$ cat config.mk
export PLATFORM = sky130hd
export DESIGN_NAME = imm_ext_reg_flat
export DESIGN_NICKNAME = d
export VERILOG_FILES = /design/src/rtl/imm_ext_if.sv /design/src/rtl/imm_ext_reg.sv /design/src/flat_wrapper.sv
export SDC_FILE = /design/constraint.sdc
export NUM_CORES = 1
export LEC_CHECK = 0
export ABC_AREA = 0
export CORE_MARGIN = 3
export CORE_UTILIZATION = 30
export DETAILED_ROUTE_END_ITERATION = 8
export HOLD_SLACK_MARGIN = 0.03
export PLACE_DENSITY = 0.51
export SETUP_SLACK_MARGIN = 0.05
export SLEW_MARGIN = 10
export SYNTH_ARGS = -nofsm -noshare
export SYNTH_HDL_FRONTEND = slang
export SYNTH_SLANG_ARGS = --single-unit
$ cat constraint.sdc
create_clock -name clk -period 3 [get_ports clk]
set_input_delay 0.6 -clock clk [delete_from_list [all_inputs] [get_ports clk]]
set_output_delay 0.6 -clock clk [all_outputs]
set_load 0.05 [all_outputs]
$ cat src/rtl/imm_ext_if.sv
// Capture/operand bus between the decode stage and the immediate-extension register.
interface imm_ext_if #(
  parameter int unsigned JIDX_W = 26,
  parameter int unsigned OUT_W  = 32
);
  localparam int unsigned PC_W = OUT_W - JIDX_W - 2;

  logic              ld;
  logic              clr;
  logic [2:0]        ext_op;
  logic [JIDX_W-1:0] instr_field;
  logic [PC_W-1:0]   pc_hi;
  logic [OUT_W-1:0]  imm_out;
  logic              imm_vld;
  logic              op_err;

  // Decode side: drives capture controls, receives the held operand.
  modport master (
    output ld, clr, ext_op, instr_field, pc_hi,
    input  imm_out, imm_vld, op_err
  );

  // Extension register side.
  modport slave (
    input  ld, clr, ext_op, instr_field, pc_hi,
    output imm_out, imm_vld, op_err
  );
endinterface

$ cat src/rtl/imm_ext_reg.sv
// Registered immediate-extension unit: forms zero/sign/LUI/branch/jump operands
// on a capture strobe and holds them, with a sticky illegal-mode error state.
module imm_ext_reg #(
  parameter int unsigned IMM_W  = 16,
  parameter int unsigned JIDX_W = 26,
  parameter int unsigned OUT_W  = 32
) (
  input  logic        clk,
  input  logic        rst,
  imm_ext_if.slave    bus
);
  localparam int unsigned PC_W  = OUT_W - JIDX_W - 2;
  localparam int unsigned EXT_W = OUT_W - IMM_W;

  localparam logic [2:0] OP_ZERO   = 3'b000;
  localparam logic [2:0] OP_SIGN   = 3'b001;
  localparam logic [2:0] OP_LUI    = 3'b010;
  localparam logic [2:0] OP_BRANCH = 3'b011;
  localparam logic [2:0] OP_JUMP   = 3'b100;

  // Reject parameter sets for which the jump/LUI formats cannot be built.
  if (!((OUT_W > JIDX_W + 2) && (JIDX_W >= IMM_W) && (OUT_W >= 2 * IMM_W))) begin : g_param_err
    $error("imm_ext_reg: illegal IMM_W/JIDX_W/OUT_W combination");
  end

  typedef enum logic [1:0] {
    EMPTY = 2'b00,
    VALID = 2'b01,
    ERROR = 2'b10
  } state_e;

  state_e           state_q, state_d;
  logic [OUT_W-1:0] imm_q, imm_d;
  logic             imm_vld_q, imm_vld_d;
  logic             op_err_q, op_err_d;

  logic [IMM_W-1:0] imm;
  logic [OUT_W-1:0] sext;
  logic [OUT_W-1:0] formed;
  logic             op_legal;

  // Operand formation for every mode; legality decided alongside.
  always_comb begin
    imm      = bus.instr_field[IMM_W-1:0];
    sext     = {{EXT_W{imm[IMM_W-1]}}, imm};
    formed   = '0;
    op_legal = 1'b1;
    case (bus.ext_op)
      OP_ZERO:   formed = {{EXT_W{1'b0}}, imm};
      OP_SIGN:   formed = sext;
      OP_LUI:    formed = {imm, {EXT_W{1'b0}}};
      OP_BRANCH: formed = {sext[OUT_W-3:0], 2'b00};
      OP_JUMP:   formed = {bus.pc_hi, bus.instr_field, 2'b00};
      default:   op_legal = 1'b0;
    endcase
  end

  // Next-state: clr beats ld, ERROR is sticky until clr/rst, idle holds.
  always_comb begin
    state_d = state_q;
    imm_d   = imm_q;
    if (bus.clr) begin
      state_d = EMPTY;
      imm_d   = '0;
    end else if (bus.ld && (state_q != ERROR)) begin
      if (op_legal) begin
        state_d = VALID;
        imm_d   = formed;
      end else begin
        state_d = ERROR;
        imm_d   = '0;
      end
    end
    imm_vld_d = (state_d == VALID);
    op_err_d  = (state_d == ERROR);
  end

  // State and registered outputs.
  always_ff @(posedge clk or posedge rst) begin
    if (rst) begin
      state_q   <= EMPTY;
      imm_q     <= '0;
      imm_vld_q <= 1'b0;
      op_err_q  <= 1'b0;
    end else begin
      state_q   <= state_d;
      imm_q     <= imm_d;
      imm_vld_q <= imm_vld_d;
      op_err_q  <= op_err_d;
    end
  end

  assign bus.imm_out = imm_q;
  assign bus.imm_vld = imm_vld_q;
  assign bus.op_err  = op_err_q;
endmodule

$ cat src/flat_wrapper.sv
// flat-port wrapper written by rule: the top's interface ports become plain ports
module imm_ext_reg_flat 
#(
  parameter int unsigned IMM_W  = 16,
  parameter int unsigned JIDX_W = 26,
  parameter int unsigned OUT_W  = 32
)
  (clk, rst, bus_ld, bus_clr, bus_ext_op, bus_instr_field, bus_pc_hi, bus_imm_out, bus_imm_vld, bus_op_err);
  imm_ext_if #(.JIDX_W(JIDX_W), .OUT_W(OUT_W)) bus_i ();
  input  logic clk;
  input  logic rst;
  input wire logic [$bits(bus_i.ld)-1:0] bus_ld;
  input wire logic [$bits(bus_i.clr)-1:0] bus_clr;
  input wire logic [$bits(bus_i.ext_op)-1:0] bus_ext_op;
  input wire logic [$bits(bus_i.instr_field)-1:0] bus_instr_field;
  input wire logic [$bits(bus_i.pc_hi)-1:0] bus_pc_hi;
  output wire logic [$bits(bus_i.imm_out)-1:0] bus_imm_out;
  output wire logic [$bits(bus_i.imm_vld)-1:0] bus_imm_vld;
  output wire logic [$bits(bus_i.op_err)-1:0] bus_op_err;
  assign bus_i.ld = bus_ld;
  assign bus_i.clr = bus_clr;
  assign bus_i.ext_op = bus_ext_op;
  assign bus_i.instr_field = bus_instr_field;
  assign bus_i.pc_hi = bus_pc_hi;
  assign bus_imm_out = bus_i.imm_out;
  assign bus_imm_vld = bus_i.imm_vld;
  assign bus_op_err = bus_i.op_err;
  imm_ext_reg #(.IMM_W(IMM_W), .JIDX_W(JIDX_W), .OUT_W(OUT_W)) u_core (.clk(clk), .rst(rst), .bus(bus_i));
endmodule
======== Word level (Yosys, flattened, before mapping) ========
Cells that the tools add are included.
cells by class
  reduce and logical (&&, ||, !) cells .... 4
  eq/ne operators ......................... 7
  muxes and demuxes ....................... 8
operators by type and width
  operator                                                         number
  32-bit one-hot mux with 5 select lines                           1
  32-bit 2-to-1 mux                                                3
  3-bit by 2-bit == test with 1-bit output, second input constant  2
  2-bit 2-to-1 mux                                                 3
  5-bit OR reduction                                               1
  3-bit by 1-bit == test with 1-bit output, second input constant  1
  3-bit == test, second input constant                             1
  3-bit logical NOT                                                1
  2-bit by 1-bit == test with 1-bit output, second input constant  1
  2-bit == test, second input constant                             1
  2-bit != test, second input constant                             1
  2-bit nonzero test                                               1
  1-bit logical AND                                                1
  1-bit 2-to-1 mux                                                 1
word-level totals
  logic and storage cells ................. 23
  register bits ........................... 36
  input port bits ......................... 37

======== Depth between registers and ports, before layout ========
Gate-level depths: netlist of run 1.
  depth after elaboration ................. 7
  gate-level depth with buffers ........... 5

======== Worst setup path before layout of run 1 ========
OpenSTA, ideal clock, no wires.
  path type ............................... in2reg
  start point ............................. in bus_ext_op[2]
  end point ............................... reg u_core.imm_q[4] (netlist: u_core.bus.imm_out[4])
  slack ................................... 1.472 ns
  arrival time ............................ 1.427 ns
  buffers on the path ..................... 2
  required time ........................... 2.899 ns
  library setup time ...................... 0.101 ns
  stages on the path ...................... 5
  cell sequence ........................... buf_2 > buf_2 > or3b_1 > o311a_1 > o32ai_1
between the ends
  longest elaborated chain between the ends .. 6
  elaborated cells on any way between the ends .. 11
  classes of those cells .................. 4 x eq/ne; 5 x mux; 2 x reduce/logical
ends and longest elaborated chain
  element                                                                 RTL line            source
  from (decl)                                                             flat_wrapper.sv:14  input wire logic [$bits(bus_i.ext_op)-1:0] bus_ext_op;
  3-bit by 1-bit == test with 1-bit output, or another cell as far along  imm_ext_reg.sv:48   case (bus.ext_op)
  5-bit OR reduction (no line)                                            n/a
  1-bit 2-to-1 mux                                                        imm_ext_reg.sv:48
  32-bit 2-to-1 mux *                                                     imm_ext_reg.sv:66   if (op_legal) begin
  32-bit 2-to-1 mux *                                                     imm_ext_reg.sv:65   end else if (bus.ld && (state_q != ERROR)) begin
  32-bit 2-to-1 mux *                                                     imm_ext_reg.sv:62   if (bus.clr) begin
  to (signal assigned)                                                    imm_ext_reg.sv:87   imm_q <= imm_d;
  to (decl)                                                               imm_ext_reg.sv:33   logic [OUT_W-1:0] imm_q, imm_d;
Every way passes the cells marked *; elsewhere a longest branch is shown, timed or not. The select of a mux whose other input is x is not followed.
A chain may end at the register's enable or synchronous reset.

======== Worst setup path in the final report of run 1 ========
  start point ............................. in bus_ext_op[0]
  end point ............................... reg u_core.imm_q[8] (netlist: u_core.bus.imm_out[8])
The elaborated chain is that of the path after synthesis.

==> results of run 1 <==
-- tightest hold or removal path, cell delays in order (launching register included) --
cell     delay, ns
dfrtp_1       0.37
inv_1         0.06
o32ai_1       0.07
-- through the flow --
stage	cells	setup slack, ns
finish	403	0.817
global route	403	0.723
CTS	403	0.849
detailed placement	395	0.541
global placement	395	0.569
floorplan	249	1.47
-- area by class of cell --
type                       instances  area share [%]
timing repair buffer              79            24.1
inverter                          43            5.04
clock buffer                       8            2.82
multi-input combinational        138            36.0
tap                               99            3.87
sequential                        36            28.2
-- final timing paths --
path / startpoint / slack [ns] / cells after the start / to
min in group asynchronous: rst / 0.75 / 3 / u_core.bus.imm_out[31]
worst max-delay path: bus_ext_op[0] / 0.82 / 5 / u_core.bus.imm_out[8]
max in group asynchronous: rst / 1.91 / 3 / u_core.bus.imm_out[25]
worst min-delay path: u_core.bus.imm_out[26] / 0.54 / 2 / u_core.bus.imm_out[26]
worst min register to register: u_core.bus.imm_out[26] / 0.54 / 2 / u_core.bus.imm_out[26]
worst max register to register: u_core.state_q[0] / 1.35 / 3 / u_core.bus.imm_out[25]
-- routing by layer --
metal | track usage [%] | vias to the layer above | share of wire, %
met5 | 0 | - | 0
met4 | 3.73 | 0 | 0.85
met3 | 3.11 | 6 | 5.2
met2 | 25.8 | 71 | 46
met1 | 23.8 | 1064 | 48
li1 | - | 1066 | -
-- logic make-up after synthesis --
| logic type | Yosys count | share of synthesized area [%] |
|---|---|---|
| DFF | 36 | 38.2 |
| and+or+nand+nor | 65 | 22.7 |
| buffers and inverters | 75 | 13.1 |
| AOI/OAI and AO/OA | 72 | 25.6 |
| muxes | 1 | 0.424 |
-- cell usage after synthesis (all sizes together), types with 3 or more instances --
library cell  instances
o211ai                3
buf                  16
a311oi               16
nand3                 3
a21oi                 8
nor4bb               16
dfrtp                36
o311a                11
o32ai                28
nor2                  3
and4b                 3
o21ai                 4
nand2                 3
nand4b               12
clkbuf               16
or3b                 11
inv                  43
nand2b                3
-- state kept, by name, summed over array words and instances, names as in the netlist --
register,count
u_core.bus.imm_out,32
u_core.state_q,2
u_core.bus.op_err,1
u_core.bus.imm_vld,1
-- report_power, final --
group | switching (mW) | total, mW | internal (mW)
Combinational | 0.203 | 0.340 | 0.137
Sequential | 0.0113 | 0.516 | 0.505
Clock | 0.175 | 0.363 | 0.188
==> impl_metrics.env, run 1 <==
export IMPL_fin_hold_ws_ns=0.543
export IMPL_yosys_area_top_type_share_pct=38.2
export IMPL_cts_buffers=5
export IMPL_h_tree_depth=2
export IMPL_fmaxAchievable_ghz=0.458
export IMPL_cap_violations=0
export IMPL_skew_ns=0.00831
export IMPL_total_power_mw=1.22
export IMPL_slowest_delay_ns=0.63
export IMPL_synthCells=249
export IMPL_fp_dieH_um=94.7
export IMPL_clkTransAtPathRegs_ns=0.08
export IMPL_drc=0
export IMPL_core_area_mm2=0.00745
export IMPL_seqCellArea_um2=901
export IMPL_postCtsHoldBufs=0
export IMPL_cp_data_arrival_time_ns=2.37
export IMPL_drt_iter0_drc=144
export IMPL_cts_tree="built"
export IMPL_cpMaxStageDelayCell="clkdlybuf4s50_1"
export IMPL_cts_sinks=36
export IMPL_placed_area_mm2=0.00311
export IMPL_synth_cell_types=35
export IMPL_leakagePower_nw=1.21
export IMPL_syn_area_mm2=0.00236
export IMPL_cts_resized=0
export IMPL_async_flop_share_pct=100
export IMPL_finalCritPeriodShare_pct=72.8
export IMPL_synth_area_per_cell_um2=9.48
export IMPL_die_x_um=94.7
export IMPL_grt_pass1_vias=2107
export IMPL_synth_edff_count=0
export IMPL_area_growth_pct=35.6
export IMPL_clkLatencyLatePin_ns=0.29
export IMPL_critPathKind="in2reg"
export IMPL_gp_congestion=0.755
export IMPL_cts_setup_buffers=0
export IMPL_critPathMaxFanout=20
export IMPL_ctsLongestPathBuffers=2
export IMPL_final_common_cell="clkdlybuf4s50_1"
export IMPL_wl_um=7310
export IMPL_start_kind="input pin"
export IMPL_worstPathCellList="clkdlybuf4s50_1 > buf_12 > nand2b_1 > o311a_1 > o32ai_1"
export IMPL_antenna_found_initial=0
export IMPL_cp_required_ns=3.19
export IMPL_outcome="finished clean"
export IMPL_ant_nets=0
export IMPL_port_buffers=70
export IMPL_period_minus_slack_ns=2.18
export IMPL_holdCritPathClass="reg2reg"
export IMPL_ys_seq_area_share_pct=38.2
export IMPL_vias_per_cell=5.48
export IMPL_power_density_mw_per_mm2=381
export IMPL_initial_core_util_pct=31.7
export IMPL_dieArea_mm2=0.00897
export IMPL_mostFrequentLayoutCells="68 x clkdlybuf4s50_1, 42 x inv_1, 36 x dfrtp_1"
export IMPL_cts_root_buf="clkbuf_8"
export IMPL_final_hold_viol_count=0
export IMPL_grt_util_all_layers_pct=16.6
export IMPL_utilization_pct=43.0
export IMPL_routedWlPerCell_um=18.1
export IMPL_syn_num_nets=286
export IMPL_cp_end_kind="flip-flop"
export IMPL_rows=31
export IMPL_synth_area_leaders="dfrtp_1 38%, o32ai_1 10%, nor4bb_1 6.8%"
export IMPL_grt_setup_unrepaired="no"
export IMPL_fillers=760
export IMPL_crit_buf_inv=2
export IMPL_grt_overflow_total=0
export IMPL_first_pass_iters=4
export IMPL_critPathTopFamily="buffers and inverters"
export IMPL_nNetsFinal=340
export IMPL_drive_gt1_share_pct=7.24
export IMPL_grt_max_degree=49
export IMPL_postLayoutCellArea_mm2=0.00320
export IMPL_vdd_drop_max_v=0.000123
export IMPL_grt_pass1_wl_um=11600
export IMPL_max_slew_margin_pct=53.5
export IMPL_synth_top_cell_by_area="dfrtp_1"
export IMPL_worst_pin_slew_ns=0.697
export IMPL_n_antenna_cell=0
export IMPL_ys_warn_count=0
export IMPL_io_pins=71
export IMPL_ys_flop_type="dfrtp_1"
export IMPL_vias=2207
export IMPL_dp_hpwl_um=4890
export IMPL_finalSetupTns_ns=0
export IMPL_slew_viol_final=0
export IMPL_yosys_register_bits=36
export IMPL_multi_input_comb_area_mm2=0.00115
export IMPL_setup_violations=0
(Power assumes the default switching activity.)
==> run 2: changes to the inputs <==
--- a/config.mk
+++ b/config.mk
@@ -10,7 +10,7 @@
 export CORE_UTILIZATION = 30
 export DETAILED_ROUTE_END_ITERATION = 8
 export HOLD_SLACK_MARGIN = 0.03
-export PLACE_DENSITY = 0.51
+export PLACE_DENSITY = 0.53
 export SETUP_SLACK_MARGIN = 0.05
 export SLEW_MARGIN = 10
 export SYNTH_ARGS = -nofsm -noshare
==> constraint.sdc (replaced) <==
create_clock -name clk -period 1.9 [get_ports clk]
set_input_delay 0.38 -clock clk [delete_from_list [all_inputs] [get_ports clk]]
set_output_delay 0.38 -clock clk [all_outputs]
set_load 0.05 [all_outputs]
==> run 2 against run 1 <==
Net effect:
- largest cell class unchanged
- clock skew fell by 0.0054 ns
- sequential cell count unchanged
- sequential share of layout area decreased by 1.0 points
- count of clock-buffer cells in the layout decreased by 1
- first-iteration DRC count down 24%
- critical path type is now reg2out
- cell count rose by 4.5%
- sequential power is 58% higher
==> impl_metrics.env, run 2 (synthesized netlist as in run 1, its figures left out) <==
export IMPL_outcome="finished clean"
export IMPL_cts_sinks=36
export IMPL_cts_setup_buffers=0
export IMPL_area_growth_pct=40.6
export IMPL_grt_util_all_layers_pct=17.1
export IMPL_dieArea_mm2=0.00897
export IMPL_holdCritPathClass="in2reg"
export IMPL_clkTransAtPathRegs_ns=0.08
export IMPL_slew_viol_final=0
export IMPL_mostFrequentLayoutCells="55 x buf_4, 42 x inv_1, 36 x clkdlybuf4s50_1, 36 x dfrtp_1, 28 x o32ai_1"
export IMPL_cts_root_buf="clkbuf_8"
export IMPL_worstPathCellList="clkdlybuf4s50_1"
export IMPL_critPathTopFamily="buffers and inverters"
export IMPL_seqCellArea_um2=901
export IMPL_cts_buffers=5
export IMPL_gp_congestion=0.775
export IMPL_critPathMaxFanout=2
export IMPL_grt_max_degree=42
export IMPL_nNetsFinal=359
export IMPL_die_x_um=94.7
export IMPL_vdd_drop_max_v=0.000269
export IMPL_power_density_mw_per_mm2=600
export IMPL_fmaxAchievable_ghz=0.553
export IMPL_cp_data_arrival_time_ns=1.43
export IMPL_vias=2257
export IMPL_grt_pass1_wl_um=11900
export IMPL_vias_per_cell=5.36
export IMPL_final_hold_viol_count=0
export IMPL_cts_resized=0
export IMPL_drt_iter0_drc=110
export IMPL_setup_violations=0
export IMPL_slowest_delay_ns=0.80
export IMPL_total_power_mw=1.99
export IMPL_finalCritPeriodShare_pct=95.1
export IMPL_initial_core_util_pct=31.7
export IMPL_skew_ns=0.00287
export IMPL_rows=31
export IMPL_cpMaxStageDelayCell="clkdlybuf4s50_1"
export IMPL_grt_setup_unrepaired="no"
export IMPL_fillers=746
export IMPL_max_slew_margin_pct=67.4
export IMPL_drc=0
export IMPL_core_area_mm2=0.00745
export IMPL_largest_reg_flops=32
export IMPL_cts_tree="built"
export IMPL_clkLatencyLatePin_ns=0.28
export IMPL_cp_required_ns=1.52
export IMPL_period_minus_slack_ns=1.81
export IMPL_drive_gt1_share_pct=23.0
export IMPL_cp_end_kind="output pin"
export IMPL_wl_um=7330
export IMPL_ctsLongestPathBuffers=2
export IMPL_h_tree_depth=2
export IMPL_postCtsHoldBufs=0
export IMPL_finalSetupTns_ns=0
export IMPL_cap_violations=0
export IMPL_start_kind="flip-flop"
export IMPL_routedWlPerCell_um=17.4
export IMPL_multi_input_comb_area_mm2=0.00115
export IMPL_io_pins=71
export IMPL_port_buffers=70
export IMPL_grt_pass1_vias=2259
export IMPL_n_antenna_cell=0
export IMPL_dp_hpwl_um=5290
export IMPL_first_pass_iters=6
export IMPL_grt_overflow_total=0
export IMPL_final_common_cell="buf_4"
export IMPL_critPathKind="reg2out"
export IMPL_worst_pin_slew_ns=0.488
export IMPL_fp_dieH_um=94.7
export IMPL_antenna_found_initial=0
export IMPL_leakagePower_nw=1.39
export IMPL_crit_buf_inv=1
export IMPL_ant_nets=0
## run 2: changes by cell type in the layout (fill, tap and decap cells not counted)
cell	change
clkbuf_8	+1
buf_4	+47
buf_2	-1
clkdlybuf4s50_1	-32
buf_12	+4
clkbuf_2	+1
clkbuf_1	-2
## run 2: final cells by class
cell class	instances	share of cell area [%]
multi-input combinational	138	34.7
sequential	36	27.1
timing repair buffer	98	26.6
inverter	43	4.86
tap	99	3.73
clock buffer	7	2.90
## run 2: worst paths after layout
path                                        startpoint                     end  slack [ns]  cells after the start
worst max-delay path            u_core.bus.imm_out[29]         bus_imm_out[29]        0.09                      1
worst min-delay path                     bus_ext_op[2]  u_core.bus.imm_out[31]        0.50                      3
worst max register to register       u_core.state_q[0]   u_core.bus.imm_out[7]        0.51                      4
worst min register to register  u_core.bus.imm_out[27]  u_core.bus.imm_out[27]        0.54                      2
max in group asynchronous                          rst  u_core.bus.imm_out[12]        1.06                      3
min in group asynchronous                          rst  u_core.bus.imm_out[26]        0.51                      3
## run 2: metrics by stage
stage | std cells | util, % | hold WS, ns | setup WS, ns | instance area [um2]
CTS | 421 | 44.6 | 0.488 | 0.0723 | 3320
finish | 421 | 44.6 | 0.495 | 0.0927 | 3320
floorplan | 249 | - | 0.529 | 0.592 | 2360
global placement | 414 | 43.3 | 0.538 | -0.0162 | 3220
global route | 421 | 44.6 | 0.513 | 0.0520 | 3320
detailed placement | 414 | 43.3 | 0.537 | -0.0332 | 3220
## run 2: layer usage
metal / vias up / track usage, % / share of wire [%]
li1: 1106 / - / -
met1: 1085 / 23.9 / 47
met2: 59 / 27.1 / 47
met3: 7 / 2.95 / 4.6
met4: 0 / 4.45 / 1.0
met5: - / 0 / 0
## run 2: power by group
part	switching, mW	internal [mW]	leakage, nW
clock network	0.288	0.324	0.0503
registers	0.0198	0.797	0.493
logic	0.323	0.241	0.849
total	0.631	1.36	1.39
==> run 3: changes to the inputs <==
--- a/config.mk
+++ b/config.mk
@@ -6,10 +6,10 @@
 export NUM_CORES = 1
 export LEC_CHECK = 0
 export ABC_AREA = 0
-export CORE_MARGIN = 3
 export CORE_UTILIZATION = 30
 export DETAILED_ROUTE_END_ITERATION = 8
 export HOLD_SLACK_MARGIN = 0.03
+export MAX_ROUTING_LAYER = met4
 export PLACE_DENSITY = 0.53
 export SETUP_SLACK_MARGIN = 0.05
 export SLEW_MARGIN = 10
==> constraint.sdc (replaced) <==
create_clock -name clk -period 1.65 [get_ports clk]
set_input_delay 0.33 -clock clk [delete_from_list [all_inputs] [get_ports clk]]
set_output_delay 0.33 -clock clk [all_outputs]
set_load 0.05 [all_outputs]
==> run 3 against run 2 <==
Net effect:
- utilization rose by 1.1 points
- worst hold slack got worse by 0.099 ns
- combinational power rose by 19%
- clock skew rose by 0.0026 ns
- final area rose by 1.9%
- sequential share of layout area fell by 0.51 points
- critical path depth rose by 4
- via count rose by 2.5%
- global-route usage rose by 1.6 points
- clock power rose by 10%
- first-iteration DRC count fell by 25%
==> impl_metrics.env, run 3 (synthesized netlist as in run 1, its figures left out) <==
export IMPL_seqPwrFrac_pct=41.0
export IMPL_io_pins=71
export IMPL_grt_max_degree=37
export IMPL_largest_reg_flops=32
export IMPL_cts_resized=0
export IMPL_nNetsFinal=367
export IMPL_ctsLongestPathBuffers=2
export IMPL_fmaxAchievable_ghz=0.714
export IMPL_routedWlPerCell_um=16.9
export IMPL_dp_hpwl_um=5330
export IMPL_power_density_mw_per_mm2=676
export IMPL_holdCritPathClass="in2async"
export IMPL_max_slew_margin_pct=75.1
export IMPL_crit_buf_inv=2
export IMPL_setup_violations=0
export IMPL_finalSetupTns_ns=0
export IMPL_dieArea_mm2=0.00822
export IMPL_die_x_um=90.7
export IMPL_slowest_delay_ns=0.44
export IMPL_clkLatencyLatePin_ns=0.29
export IMPL_clkPwrFrac_pct=29.5
export IMPL_cp_required_ns=1.81
export IMPL_port_buffers=70
export IMPL_intPower_mw=1.55
export IMPL_fp_dieH_um=90.7
export IMPL_antenna_found_initial=0
export IMPL_n_antenna_cell=0
export IMPL_h_tree_depth=2
export IMPL_outcome="finished clean"
export IMPL_cts_root_buf="clkbuf_8"
export IMPL_grt_pass1_vias=2252
export IMPL_drc=0
export IMPL_top_layer_used="met4"
export IMPL_sw_frac_of_total_pct=32.1
export IMPL_cpMaxStageDelayCell="clkdlybuf4s50_1"
export IMPL_cp_data_arrival_time_ns=1.56
export IMPL_slew_viol_final=0
export IMPL_cp_end_kind="flip-flop"
export IMPL_finalCritPeriodShare_pct=84.9
export IMPL_critPathTopFamily="buffers and inverters"
export IMPL_initial_core_util_pct=31.9
export IMPL_grt_setup_unrepaired="no"
export IMPL_final_common_cell="buf_4"
export IMPL_drive_gt1_share_pct=25.1
export IMPL_core_area_mm2=0.00741
export IMPL_grt_pass1_wl_um=12000
export IMPL_area_growth_pct=43.3
export IMPL_postLayoutCellArea_mm2=0.00338
export IMPL_wl_um=7280
export IMPL_instances_no_fill=430
export IMPL_ant_nets=0
export IMPL_critPathMaxFanout=12
export IMPL_critPathKind="in2reg"
export IMPL_rows=31
export IMPL_cts_sinks=36
export IMPL_vias_per_cell=5.38
export IMPL_fillers=734
export IMPL_drt_iter0_drc=82
export IMPL_final_hold_viol_count=0
export IMPL_worstPathCellList="clkdlybuf4s50_1 > and3b_1 > buf_12 > a311oi_1 > o32ai_1"
export IMPL_skew_ns=0.00552
export IMPL_placed_area_mm2=0.00329
export IMPL_first_pass_iters=4
export IMPL_postCtsHoldBufs=0
export IMPL_power_switching_mw=0.735
export IMPL_p_comb_share_pct=29.5
export IMPL_cts_setup_buffers=0
export IMPL_vias=2314
export IMPL_cts_buffers=5
export IMPL_grt_overflow_total=0
export IMPL_period_minus_slack_ns=1.40
export IMPL_grt_util_all_layers_pct=18.6
export IMPL_gp_congestion=0.821
export IMPL_start_kind="input pin"
export IMPL_clkTransAtPathRegs_ns=0.08
export IMPL_wl_met2_um=3320
export IMPL_fin_hold_ws_ns=0.397
export IMPL_vdd_drop_max_v=0.000305
export IMPL_leakagePower_nw=1.44
export IMPL_cap_violations=0
export IMPL_numPlacedInstances=422
export IMPL_cts_tree="built"
export IMPL_met1Wirelength_um=3540
export IMPL_wl_met3_um=390
export IMPL_total_power_mw=2.29
export IMPL_mostFrequentLayoutCells="64 x buf_4, 42 x inv_1, 36 x dfrtp_1"
export IMPL_worst_pin_slew_ns=0.373
[run 3: final timing paths]
path,from,endpoint,slack [ns],cells after the start
max in group asynchronous,rst,u_core.bus.imm_out[4],1.05,3
hold / removal,rst,u_core.bus.imm_out[29],0.40,3
setup / recovery,bus_instr_field[15],u_core.bus.imm_out[26],0.25,5
hold reg to reg,u_core.bus.imm_out[0],u_core.bus.imm_out[0],0.55,2
setup reg to reg,u_core.state_q[0],u_core.bus.imm_out[10],0.26,4
min in group clk,u_core.bus.imm_out[0],u_core.bus.imm_out[0],0.55,2
[run 3: metrics by stage]
step / utilization [%] / setup slack (ns)
5_1_grt: 45.7 / 0.178
2_1_floorplan: - / 0.392
6_report: 45.7 / 0.249
4_1_cts: 45.6 / 0.0791
3_5_place_dp: 44.4 / -0.224
3_3_place_gp: 44.4 / -0.197
[run 3: final cells by class]
cell class / instances / area, um2 / share of cell area, %
multi-input combinational: 138 / 1150 / 34.1
inverter: 43 / 161 / 4.77
clock buffer: 8 / 90.1 / 2.66
timing repair buffer: 106 / 953 / 28.2
tap: 99 / 124 / 3.66
sequential: 36 / 901 / 26.6
[run 3: worst register-to-register path, stage by stage, from the launching register on]
cell	delay, ns
dfrtp_1	0.42
nand2b_1	0.36
nand4b_4	0.19
buf_12	0.19
o32ai_1	0.13
[run 3: routing by layer]
metal | track usage (%) | vias up
met4 | 2.82 | 0
met3 | 3.70 | 2
met2 | 28.5 | 71
met5 | - | -
li1 | - | 1119
met1 | 25.8 | 1122
[run 3: power groups by stage]
stage          Clock, mW  Sequential (mW)  Combinational (mW)
2_1_floorplan          0             1.07               0.264
3_3_place_gp           0            0.956               0.674
3_5_place_dp           0            0.956               0.677
4_1_cts            0.691            0.938               0.679
5_1_grt            0.735            0.943               0.723
6_report           0.674            0.938               0.675
